`src/rtl/cu_read_command_arbiter_pkg.sv`:
```
// Shared types and constants for the CU read-command arbiter slice:
// command/response buffer lines, buffer status, CU ID allocation and
// the debug view of the arbiter's outstanding counters.
package cu_read_command_arbiter_pkg;

    localparam int NUM_READ_REQUESTERS  = 4;
    localparam int READ_FIFO_DEPTH      = 4;
    localparam int MAX_READ_OUTSTANDING = 16;

    localparam int CU_ID_W    = 8;
    localparam int TAG_W      = 8;
    localparam int ADDR_W     = 32;
    localparam int READ_IDX_W = $clog2(NUM_READ_REQUESTERS);
    localparam int READ_CNT_W = $clog2(MAX_READ_OUTSTANDING + 1);

    // CU IDs are allocated so the low READ_IDX_W bits name the read port.
    localparam logic [CU_ID_W-1:0] CU_ID_DATA_READ   = 8'h20;
    localparam logic [CU_ID_W-1:0] CU_ID_EDGE_READ   = 8'h21;
    localparam logic [CU_ID_W-1:0] CU_ID_VERTEX_READ = 8'h22;
    localparam logic [CU_ID_W-1:0] CU_ID_AUX_READ    = 8'h23;

    typedef struct packed {
        logic               valid;
        logic [CU_ID_W-1:0] cu_id;
        logic [TAG_W-1:0]   tag;
        logic [ADDR_W-1:0]  address;
    } CommandBufferLine;

    typedef struct packed {
        logic               valid;
        logic [CU_ID_W-1:0] cu_id;
        logic [TAG_W-1:0]   tag;
        logic [1:0]         response;
    } ResponseBufferLine;

    typedef struct packed {
        logic alfull;
        logic full;
        logic empty;
    } BufferStatus;

    // Debug view: per-requester in-flight counters plus the round-robin pointer.
    typedef struct packed {
        logic [NUM_READ_REQUESTERS-1:0][READ_CNT_W-1:0] outstanding;
        logic [READ_IDX_W-1:0]                          rr_ptr;
    } ReadArbiterStatus;

    // Requester index carried in the low bits of a CU ID (num_requesters is a power of two).
    function automatic logic [CU_ID_W-1:0] cu_id_to_requester(input logic [CU_ID_W-1:0] cu_id,
                                                              input int num_requesters);
        return cu_id & CU_ID_W'(num_requesters - 1);
    endfunction

endpackage

```
`src/rtl/cu_read_command_fifo.sv`:
```
// Per-requester command FIFO. Head is shown combinationally; status flags
// are registered from the next-state count so they track the stored count.
// A push while full is dropped and flagged, unless a pop frees a slot on the
// same edge.
module cu_read_command_fifo
    import cu_read_command_arbiter_pkg::*;
#(
    parameter  int DEPTH = 4,
    localparam int CNT_W = $clog2(DEPTH + 1)
) (
    input  logic             clock,
    input  logic             rstn,
    input  logic             push_in,
    input  CommandBufferLine data_in,
    input  logic             pop_in,
    output CommandBufferLine data_out,
    output logic [CNT_W-1:0] count_out,
    output BufferStatus      status_out,
    output logic             overflow_out
);

    localparam int PTR_W = $clog2(DEPTH);

    CommandBufferLine   mem_q [DEPTH];
    logic [PTR_W-1:0]   wr_ptr_q, rd_ptr_q;
    logic [CNT_W-1:0]   count_q, count_d;
    BufferStatus        status_q, status_d;
    logic               do_push, do_pop;

    assign do_pop       = pop_in && (count_q != '0);
    assign do_push      = push_in && ((count_q != CNT_W'(DEPTH)) || do_pop);
    assign overflow_out = push_in && !do_push;

    // Next count and the status flags derived from it.
    always_comb begin
        count_d = count_q;
        if (do_push && !do_pop) begin
            count_d = count_q + CNT_W'(1);
        end else if (do_pop && !do_push) begin
            count_d = count_q - CNT_W'(1);
        end
        status_d.alfull = (count_d >= CNT_W'(DEPTH - 2));
        status_d.full   = (count_d == CNT_W'(DEPTH));
        status_d.empty  = (count_d == '0);
    end

    // Pointers, count and status flags.
    always_ff @(posedge clock or negedge rstn) begin
        if (!rstn) begin
            wr_ptr_q <= '0;
            rd_ptr_q <= '0;
            count_q  <= '0;
            status_q <= '{alfull: 1'b0, full: 1'b0, empty: 1'b1};
        end else begin
            if (do_push) wr_ptr_q <= wr_ptr_q + PTR_W'(1);
            if (do_pop)  rd_ptr_q <= rd_ptr_q + PTR_W'(1);
            count_q  <= count_d;
            status_q <= status_d;
        end
    end

    // Storage array; contents are only read when the count says they are valid.
    always_ff @(posedge clock) begin
        if (do_push) mem_q[wr_ptr_q] <= data_in;
    end

    assign data_out   = mem_q[rd_ptr_q];
    assign count_out  = count_q;
    assign status_out = status_q;

endmodule

```
`src/rtl/cu_read_command_arbiter.sv`:
```
// Shares one read-command buffer between several read engines: a private
// FIFO per requester, round-robin issue of one command per cycle, a cap on
// in-flight reads per requester, and response routing by cu_id.
module cu_read_command_arbiter
    import cu_read_command_arbiter_pkg::*;
#(
    parameter int NUM_REQUESTERS  = NUM_READ_REQUESTERS,
    parameter int FIFO_DEPTH      = READ_FIFO_DEPTH,
    parameter int MAX_OUTSTANDING = MAX_READ_OUTSTANDING
) (
    input  logic                                  clock,
    input  logic                                  rstn,
    input  logic                                  enabled_in,
    input  CommandBufferLine [NUM_REQUESTERS-1:0] command_in,
    input  BufferStatus                           command_buffer_status_in,
    input  ResponseBufferLine                     response_in,
    output CommandBufferLine                      command_out,
    output BufferStatus [NUM_REQUESTERS-1:0]      requester_status_out,
    output ResponseBufferLine [NUM_REQUESTERS-1:0] response_out,
    output logic                                  outstanding_idle_out,
    output logic [NUM_REQUESTERS-1:0]             error_out,
    output ReadArbiterStatus                      arbiter_status_out
);

    localparam int IDX_W  = $clog2(NUM_REQUESTERS);
    localparam int OUT_W  = $clog2(MAX_OUTSTANDING + 1);
    localparam int FCNT_W = $clog2(FIFO_DEPTH + 1);

    logic                                   enabled_q;
    logic [IDX_W-1:0]                       rr_ptr_q;
    logic [NUM_REQUESTERS-1:0][OUT_W-1:0]   outstanding_q, outstanding_d;
    CommandBufferLine                       command_q;
    ResponseBufferLine [NUM_REQUESTERS-1:0] response_q;
    logic                                   idle_q;
    logic [NUM_REQUESTERS-1:0]              error_q;

    CommandBufferLine [NUM_REQUESTERS-1:0]  fifo_head;
    logic [NUM_REQUESTERS-1:0][FCNT_W-1:0]  fifo_count;
    logic [NUM_REQUESTERS-1:0]              fifo_overflow;
    logic [NUM_REQUESTERS-1:0]              eligible, pop, unmatched;
    logic                                   grant_valid, idle_d;
    logic [IDX_W-1:0]                       winner, resp_idx;
    logic                                   unused_status_bits;

    assign unused_status_bits = &{1'b0, command_buffer_status_in.full, command_buffer_status_in.empty};

    for (genvar i = 0; i < NUM_REQUESTERS; i++) begin : g_fifo
        cu_read_command_fifo #(.DEPTH(FIFO_DEPTH)) u_fifo (
            .clock        (clock),
            .rstn         (rstn),
            .push_in      (command_in[i].valid),
            .data_in      (command_in[i]),
            .pop_in       (pop[i]),
            .data_out     (fifo_head[i]),
            .count_out    (fifo_count[i]),
            .status_out   (requester_status_out[i]),
            .overflow_out (fifo_overflow[i])
        );
    end

    // A requester may be granted when it has a queued command and room in its in-flight budget.
    always_comb begin
        for (int i = 0; i < NUM_REQUESTERS; i++) begin
            eligible[i] = (fifo_count[i] != '0) && (outstanding_q[i] < OUT_W'(MAX_OUTSTANDING));
        end
    end

    // Round-robin search starting just after the last winner.
    always_comb begin
        logic [IDX_W-1:0] cand;
        cand        = '0;
        grant_valid = 1'b0;
        winner      = '0;
        if (enabled_q && !command_buffer_status_in.alfull) begin
            for (int k = 1; k <= NUM_REQUESTERS; k++) begin
                cand = rr_ptr_q + IDX_W'(k);
                if (!grant_valid && eligible[cand]) begin
                    grant_valid = 1'b1;
                    winner      = cand;
                end
            end
        end
        for (int i = 0; i < NUM_REQUESTERS; i++) begin
            pop[i] = grant_valid && (winner == IDX_W'(i));
        end
    end

    assign resp_idx = IDX_W'(cu_id_to_requester(response_in.cu_id, NUM_REQUESTERS));

    // In-flight counter update; a grant and a response to the same requester cancel out.
    always_comb begin
        idle_d = 1'b1;
        for (int i = 0; i < NUM_REQUESTERS; i++) begin
            logic dec;
            dec              = response_in.valid && (resp_idx == IDX_W'(i));
            outstanding_d[i] = outstanding_q[i];
            unmatched[i]     = 1'b0;
            if (pop[i] && !dec) begin
                outstanding_d[i] = outstanding_q[i] + OUT_W'(1);
            end else if (dec && !pop[i]) begin
                if (outstanding_q[i] == '0) unmatched[i] = 1'b1;
                else                        outstanding_d[i] = outstanding_q[i] - OUT_W'(1);
            end
            if ((fifo_count[i] != '0) || (outstanding_q[i] != '0)) idle_d = 1'b0;
        end
    end

    // Registered enable, arbitration state, counters and all registered outputs.
    always_ff @(posedge clock or negedge rstn) begin
        if (!rstn) begin
            enabled_q     <= 1'b0;
            rr_ptr_q      <= '0;
            outstanding_q <= '0;
            command_q     <= '0;
            response_q    <= '0;
            idle_q        <= 1'b1;
            error_q       <= '0;
        end else begin
            enabled_q     <= enabled_in;
            outstanding_q <= outstanding_d;
            error_q       <= error_q | fifo_overflow | unmatched;
            idle_q        <= idle_d;
            if (grant_valid) begin
                rr_ptr_q        <= winner;
                command_q       <= fifo_head[winner];
                command_q.valid <= 1'b1;
            end else begin
                command_q <= '0;
            end
            for (int i = 0; i < NUM_REQUESTERS; i++) begin
                response_q[i] <= (response_in.valid && (resp_idx == IDX_W'(i))) ? response_in : '0;
            end
        end
    end

    // Debug view of the counters, truncated to the package-sized slots.
    always_comb begin
        arbiter_status_out        = '0;
        arbiter_status_out.rr_ptr = READ_IDX_W'(rr_ptr_q);
        for (int i = 0; i < NUM_REQUESTERS; i++) begin
            if (i < NUM_READ_REQUESTERS) begin
                arbiter_status_out.outstanding[i] = READ_CNT_W'(outstanding_q[i]);
            end
        end
    end

    assign command_out          = command_q;
    assign response_out         = response_q;
    assign outstanding_idle_out = idle_q;
    assign error_out            = error_q;

endmodule

```
`config.mk`:
```
export PLATFORM = sky130hd
export DESIGN_NAME = cu_read_command_arbiter
export DESIGN_NICKNAME = d
export VERILOG_FILES = /design/src/rtl/cu_read_command_arbiter_pkg.sv /design/src/rtl/cu_read_command_fifo.sv /design/src/rtl/cu_read_command_arbiter.sv
export SDC_FILE = /design/constraint.sdc
export NUM_CORES = 1
export LEC_CHECK = 0
export CAP_MARGIN = 20
export CORE_MARGIN = 2
export CORE_UTILIZATION = 33
export CTS_CLUSTER_SIZE = 40
export DETAILED_ROUTE_END_ITERATION = 7
export GPL_ROUTABILITY_DRIVEN = 0
export PLACE_DENSITY = 0.51
export SETUP_SLACK_MARGIN = 0.2
export SLEW_MARGIN = 0
export SYNTH_ARGS = -nofsm -noshare
export SYNTH_HDL_FRONTEND = slang
export SYNTH_SLANG_ARGS = --single-unit
```
`constraint.sdc`:
```
create_clock -name clock -period 4.8 [get_ports clock]
set_input_delay 0.72 -clock clock [delete_from_list [all_inputs] [get_ports clock]]
set_output_delay 0.72 -clock clock [all_outputs]
set_load 0.01 [all_outputs]
```
# [Word-level counts from Yosys, hierarchy flattened]
# Memory sizes are Yosys's and may differ from the RTL's.
# Cells that the tools add are included.
# Widths: inputs -> output; s select.
[op_classes] n_addsub=27 order_cmp=13 eq_ne=18 n_mux=72 bitwise_logic=2 n_reduce_logical=98
[op_table] operator="$bmux 49 s2" n=1
[op_table] operator="$mux 19" n=4
[op_table] operator="$mux 5" n=12
[op_table] operator="$mux 49" n=1
[op_table] operator="$mux 48" n=1
[op_table] operator="$logic_and 1x1->1" n=44
[op_table] operator="$mux 1" n=36
[op_table] operator="$mux 3" n=8
[op_table] operator="$add 5x1->5 const B" n=4
[op_table] operator="$logic_not 1->1" n=20
[op_table] operator="$logic_not 5->1" n=4
[op_table] operator="$lt 5x5->1 const B" n=4
[op_table] operator="$reduce_bool 5->1" n=4
[op_table] operator="$sub 5x1->5 const B" n=4
[op_table] operator="$add 2x1->2 const B" n=9
[op_table] operator="$lt 2x3->1 const B" n=5
[op_table] operator="$add 3x1->3 const B" n=4
[op_table] operator="$eq 3x3->1 const B" n=4
[op_table] operator="$ge 3x2->1 const B" n=4
[op_table] operator="$logic_not 3->1" n=4
[op_table] operator="$ne 3x3->1 const B" n=4
[op_table] operator="$reduce_bool 3->1" n=4
[op_table] operator="$sub 3x1->3 const B" n=4
[op_table] operator="$mux 2" n=5
[op_table] operator="10 further kinds" n=36
[word_totals] ff_bits=193 ramBits=784 output_inout_bits=164 elab_cells=286 memories=4
[mem_list] memory="g_fifo[0].u_fifo.mem_q" words=4 word_bits=49 read_ports=1 rd_clocked_by_memory_dff=0 wr=1 line="cu_read_command_fifo.sv:24" text="CommandBufferLine mem_q [DEPTH];"
[mem_list] memory="g_fifo[1].u_fifo.mem_q" words=4 word_bits=49 read_ports=1 rd_clocked_by_memory_dff=0 wr=1 line="cu_read_command_fifo.sv:24"
[mem_list] memory="g_fifo[2].u_fifo.mem_q" words=4 word_bits=49 read_ports=1 rd_clocked_by_memory_dff=0 wr=1 line="cu_read_command_fifo.sv:24"
[mem_list] memory="g_fifo[3].u_fifo.mem_q" words=4 word_bits=49 read_ports=1 rd_clocked_by_memory_dff=0 wr=1 line="cu_read_command_fifo.sv:24"

# [Logic depth before layout (Yosys ltp)]
[depth] word_depth=28 mapped_depth=16 depth_no_buf=15

# [Cells and area by module]
# From an unflattened synthesis, not the netlist that was laid out.
[unflattened] hier_cells=1860 area_unflattened_um2=37936.4
[modules_own_cells] module="cu_read_command_fifo at g_fifo[0].u_fifo ..." instances=3 cells_per_inst=321 area_each_um2=7731.2 seq_area_each_um2=6137.1
[modules_own_cells] module="cu_read_command_fifo at g_fifo[1].u_fifo" instances=1 cells_per_inst=319 area_each_um2=7691.1 seq_area_each_um2=6137.1
[modules_own_cells] module="cu_read_command_arbiter" instances=1 cells_per_inst=578 area_each_um2=7051.8 seq_area_each_um2=3829.9

# [Worst setup path before layout]
# No wires, ideal clock.
[synth_timing] kind="register to register" start="register g_fifo[3].u_fifo.count_q[0]" end="memory g_fifo[1].u_fifo.mem_q[0][0] in the netlist's numbering, enable pin" setup_time_ns=0.410 arrival_ns=3.404 required_ns=4.390 setup_slack_ns=0.985 path_stages_with_launch=12 path_buffers=1 period_less_slack_ns=3.815 cell_sequence="dfrtp_1 inv_1 ha_1 nor2b_4 o31ai_4 o32a_4 o21ai_2 nor2b_4 inv_2 buf_4 a31oi_1 and2_1"
[synth_between] elab_chain_cells=25 elab_cells_between_ends=36 classes_between="eq/ne (1); mux (23); reduce/logical (12)"
[synth_lines] item="start, declared" line="cu_read_command_fifo.sv:26" text="logic [CNT_W-1:0] count_q, count_d;"
[synth_lines] item="start signal, assigned" line="cu_read_command_fifo.sv:57" text="count_q <= count_d;"
[synth_lines] item="$reduce_bool 3->1 (*)" line="cu_read_command_arbiter.sv:64" text="eligible[i] = (fifo_count[i] != '0) && (outstanding_q[i] < OUT_W'(MAX_OUTSTANDING));"
[synth_lines] item="$logic_and 1x1->1 (*)" line="cu_read_command_arbiter.sv:64"
[synth_lines] item="$bmux 1 s2" line="cu_read_command_arbiter.sv:77" text="if (!grant_valid && eligible[cand]) begin"
[synth_lines] item="$mux 1 (not written as such)" line="cu_read_command_arbiter.sv:77"
[synth_lines] item="$mux 1" line="cu_read_command_arbiter.sv:77"
[synth_lines] item="$mux 1" line="cu_read_command_arbiter.sv:74" text="if (enabled_q && !command_buffer_status_in.alfull) begin"
[synth_lines] item="$logic_not 1->1" line="cu_read_command_arbiter.sv:77"
[synth_lines] item="$logic_and 1x1->1" line="cu_read_command_arbiter.sv:77"
[synth_lines] item="[... 9 more ...]"
[synth_lines] item="$mux 2" line="cu_read_command_arbiter.sv:74"
[synth_lines] item="$eq 2x1->1" line="cu_read_command_arbiter.sv:84" text="pop[i] = grant_valid && (winner == IDX_W'(i));"
[synth_lines] item="$logic_and 1x1->1 (*)" line="cu_read_command_arbiter.sv:84"
[synth_lines] item="$logic_and 1x1->1 (*)" line="cu_read_command_fifo.sv:30" text="assign do_pop = pop_in && (count_q != '0);"
[synth_lines] item="$logic_or 1x1->1 (*)" line="cu_read_command_fifo.sv:31" text="assign do_push = push_in && ((count_q != CNT_W'(DEPTH)) || do_pop);"
[synth_lines] item="$logic_and 1x1->1 (*)" line="cu_read_command_fifo.sv:31"
[synth_lines] item="$mux 1 (*)" line="cu_read_command_fifo.sv:64" text="if (do_push) mem_q[wr_ptr_q] <= data_in;"
[synth_lines] item="$mux 1 (not written as such) (*)" line="cu_read_command_fifo.sv:64"
[synth_lines] item="end, declared" line="cu_read_command_fifo.sv:24"
# Mark *: on every way between the ends. The rest lies on a longest branch, timed or not. The select of a mux whose other input is x is not followed.

# [Worst setup path in the final report]
[layout_timing] start="register g_fifo[1].u_fifo.count_q[0]" end="memory g_fifo[0].u_fifo.mem_q[1][33] in the netlist's numbering, enable pin"
[layout_between] elab_chain_cells=25 elab_cells_between_ends=36 classes_between="mux (23); reduce/logical (13)"
[layout_lines] item="start, declared" line="cu_read_command_fifo.sv:26"
[layout_lines] item="start signal, assigned" line="cu_read_command_fifo.sv:57"
[layout_lines] item="$reduce_bool 3->1 (*)" line="cu_read_command_arbiter.sv:64"
[layout_lines] item="$logic_and 1x1->1 (*)" line="cu_read_command_arbiter.sv:64"
[layout_lines] item="$bmux 1 s2" line="cu_read_command_arbiter.sv:77"
[layout_lines] item="$mux 1 (not written as such)" line="cu_read_command_arbiter.sv:77"
[layout_lines] item="$mux 1" line="cu_read_command_arbiter.sv:77"
[layout_lines] item="$mux 1" line="cu_read_command_arbiter.sv:74"
[layout_lines] item="$logic_not 1->1" line="cu_read_command_arbiter.sv:77"
[layout_lines] item="$logic_and 1x1->1" line="cu_read_command_arbiter.sv:77"
[layout_lines] item="[... 9 more ...]"
[layout_lines] item="$mux 2" line="cu_read_command_arbiter.sv:74"
[layout_lines] item="$logic_not 2->1" line="cu_read_command_arbiter.sv:84"
[layout_lines] item="$logic_and 1x1->1 (*)" line="cu_read_command_arbiter.sv:84"
[layout_lines] item="$logic_and 1x1->1 (*)" line="cu_read_command_fifo.sv:30"
[layout_lines] item="$logic_or 1x1->1 (*)" line="cu_read_command_fifo.sv:31"
[layout_lines] item="$logic_and 1x1->1 (*)" line="cu_read_command_fifo.sv:31"
[layout_lines] item="$mux 1 (*)" line="cu_read_command_fifo.sv:64"
[layout_lines] item="$mux 1 (not written as such) (*)" line="cu_read_command_fifo.sv:64"
[layout_lines] item="end, declared" line="cu_read_command_fifo.sv:24"
# Marks and branches as above.

==> impl_metrics.tcl <==
set metrics [dict create \
    routed_wl_um 95600 \
    status "finished clean" \
    synth_warnings 0 \
    startpoint_type "register" \
    drt_iter0_markers 1216 \
    yosysTopAreaCell "edfxtp_1" \
    coreArea_mm2 0.112 \
    yosys_most_used_dff "edfxtp_1" \
    maxSlewViolCount 0 \
    ctsResizeCount 0 \
    period_needed_ps 4020 \
    viasPerCell 4.85 \
    slew_headroom 0.413 \
    synth_cell_types 73 \
    drive_above_1_share 0.193 \
    dr_total_vias 18900 \
    worstSetupPathType "reg -> reg" \
    clockBufferDepth 3 \
    critical-path-top-delay-family "simple AND/OR/NAND/NOR gates" \
    die_y_um 340 \
    ant_nets 0 \
    cp.required_ps 5120 \
    skew_ps 27.2 \
    critPathMaxStageDelay_ps 570 \
    vdd_drop_max_mv 0.302 \
    synth_top_area_share 0.620 \
    synthesis.area_mm2 0.0372 \
    fmax_mhz 249 \
    port_buffers 382 \
    grt_pass1_wl_um 139000 \
    synth-seq-cells 961 \
    dp_cells 3692 \
    setup_viol 0 \
    drt-pass1-iter-count 5 \
    syn_area_per_cell_um2 20.0 \
    critPathCaptureType "register" \
    start_util 0.332 \
    area_growth_syn_to_layout_pct 25.1 \
    grt_pass1_vias 20300 \
    async_flop_share 0.201 \
    dp_hpwl_um 63900 \
    cts_root_buffer "clkbuf_16" \
    hold_violations 0 \
    crit_fanout 42 \
    antenna_found_initial 36 \
    post-cts-setup-buffer-count 0 \
    cts_tree "yes" \
    grt_max_degree 108 \
    drv_cap 0 \
    hold_class "in -> async" \
    rsz0062_at_grt "false" \
    track_usage 0.165 \
    worst_pin_slew_ps 881 \
    path_cells "inv_1 > ha_1 > and2b_4 > nor3_1 > o32ai_2 > and4_1 > inv_4 > a31oi_1 > and2_2 > buf_12" \
    period_share 0.838 \
    rows 123 \
    clk_latency_ps 680 \
    die_x_um 340 \
    n_fill_cell 9789 \
    path_buf_inv 3 \
    cts-hold-fix-buffers 0 \
    htreeDepth 3 \
    worstPathArrival_ps 4350 \
    wl_per_cell_um 24.5 \
    synth_edf_count 768 \
    hold_slack_ps 137 \
    synthCells 1860 \
    p_leak_nw 16.1 \
    dieArea_mm2 0.115 \
    p_per_area_mw_per_mm2 589 \
    final_util 0.415 \
    clk_pin_slew_worst_paths_ps 60 \
    tns_ps 0 \
    drc 0 \
    nets 2571 \
    synth_area_leaders "edfxtp_1 (62%), dfrtp_1 (13%), mux4_2 (12%)" \
    grt_overflow_total 0 \
    cts_buffers 104 \
    cts.sinks 961 \
    layout.cells.non_filler 3895 \
    seq_area_frac_synth 0.750 \
    pin_count 385 \
    slowest_stage "a31oi_1" \
]
## per-layer routing
metal | GRT usage | wire length, um | vias up | share of wire
met2 | 0.278 | 47600 | 578 | 0.50
li1 | - | - | 8304 | -
met4 | 0.0441 | 2080 | 40 | 0.022
met5 | 0 | 238 | - | 0.0025
met3 | 0.0534 | 7760 | 172 | 0.081
met1 | 0.206 | 37900 | 9791 | 0.40
## power by group
part	leakage [nW]	internal [W]	switching, W
Sequential	9.51	0.0109	0.00112
Clock	1.64	0.00455	0.00327
Combinational	4.98	0.00366	0.00394
## cell usage after synthesis (all sizes together) (3+ instances only)
| cell type | instances |
|---|---|
| edfxtp | 768 |
| mux4 | 192 |
| dfrtp | 188 |
| a211oi | 100 |
| and2 | 81 |
| clkbuf | 72 |
| mux2i | 55 |
| nor2b | 54 |
| ha | 48 |
| inv | 40 |
| nand2 | 33 |
| xnor2 | 30 |
| o21ai | 22 |
| buf | 21 |
| nor2 | 21 |
| a21oi | 18 |
| a21o | 10 |
| mux2 | 9 |
| nor3 | 9 |
| nand2b | 6 |
| or2 | 6 |
| xor2 | 6 |
| and3 | 5 |
| dfstp | 5 |
| o31ai | 5 |
| or4 | 5 |
| fa | 4 |
| nor3b | 4 |
| a311oi | 3 |
| a31oi | 3 |
| and3b | 3 |
| nor4 | 3 |
## state kept, by name (all words and copies together) (netlist names)
name                      flops
rr_ptr_q                      2
g_fifo.u_fifo.mem_q         768
enabled_q                     1
g_fifo.u_fifo.count_out      12
outstanding_idle_out          1
arbiter_status_out           20
error_out                     4
g_fifo.u_fifo.status_out     12
response_out                 76
command_out                  49
g_fifo.u_fifo.wr_ptr_q        8
g_fifo.u_fifo.rd_ptr_q        8
## area by class of cell
class / count / area [um2] / share of cell area
Clock inverter: 61 / 529 / 0.0114
Clock buffer: 130 / 2830 / 0.0609
Tap cell: 1500 / 1880 / 0.0403
Multi-Input combinational cell: 769 / 8820 / 0.190
Antenna cell: 12 / 30.0 / 0.000645
Inverter: 40 / 153 / 0.00328
Timing Repair Buffer: 422 / 4370 / 0.0938
Sequential cell: 961 / 27900 / 0.600
## cells by family (layout without fill, tap and decap cells)
logic type / Yosys count / in the layout / share of synthesized area
flip-flops: 961 / 961 / 0.750
AO/OA/AOI/OAI: 182 / 182 / 0.0368
other: 1 / 16 / 0.000101
buffers and inverters: 133 / 653 / 0.0148
XOR/XNOR: 36 / 36 / 0.00847
AND/OR/NAND/NOR: 239 / 239 / 0.0376
multiplexers: 256 / 256 / 0.134
adder cells (fa/ha/maj): 52 / 52 / 0.0183
## cells in the final DEF, fill, tap and decap left out, types with 35 or more instances in the layout
master / n
edfxtp_1: 768
clkdlybuf4s50_1: 381
mux4_2: 192
dfrtp_1: 180
clkbuf_16: 106
a211oi_1: 98
and2_1: 65
mux2i_1: 54
nor2b_1: 52
ha_1: 48
inv_1: 35
## per-stage QoR
step | setup slack, ps | cell area [um2] | power, W
floorplan | 985 | 37200 | 0.0167
global placement | 664 | 43100 | 0.0198
detailed placement | 485 | 43100 | 0.0200
CTS | 789 | 46500 | 0.0279
global route | 569 | 46500 | 0.0288
finish | 778 | 46500 | 0.0274
## worst paths after layout
path                                          startpoint                             to  slack, ps  cells past startpoint
hold / removal                                      rstn               response_out[11]        140                      1
min in group clock                          error_out[2]                   error_out[2]        480                      2
setup / recovery           g_fifo[1].u_fifo.count_out[0]  g_fifo[0].u_fifo.mem_q[1][33]        780                     10
setup reg to reg           g_fifo[1].u_fifo.count_out[0]  g_fifo[0].u_fifo.mem_q[1][33]        780                     10
max in group asynchronous                           rstn                command_out[20]       3640                      2
hold reg to reg                             error_out[2]                   error_out[2]        480                      2
Note: power is estimated with default switching activity, not from simulation.
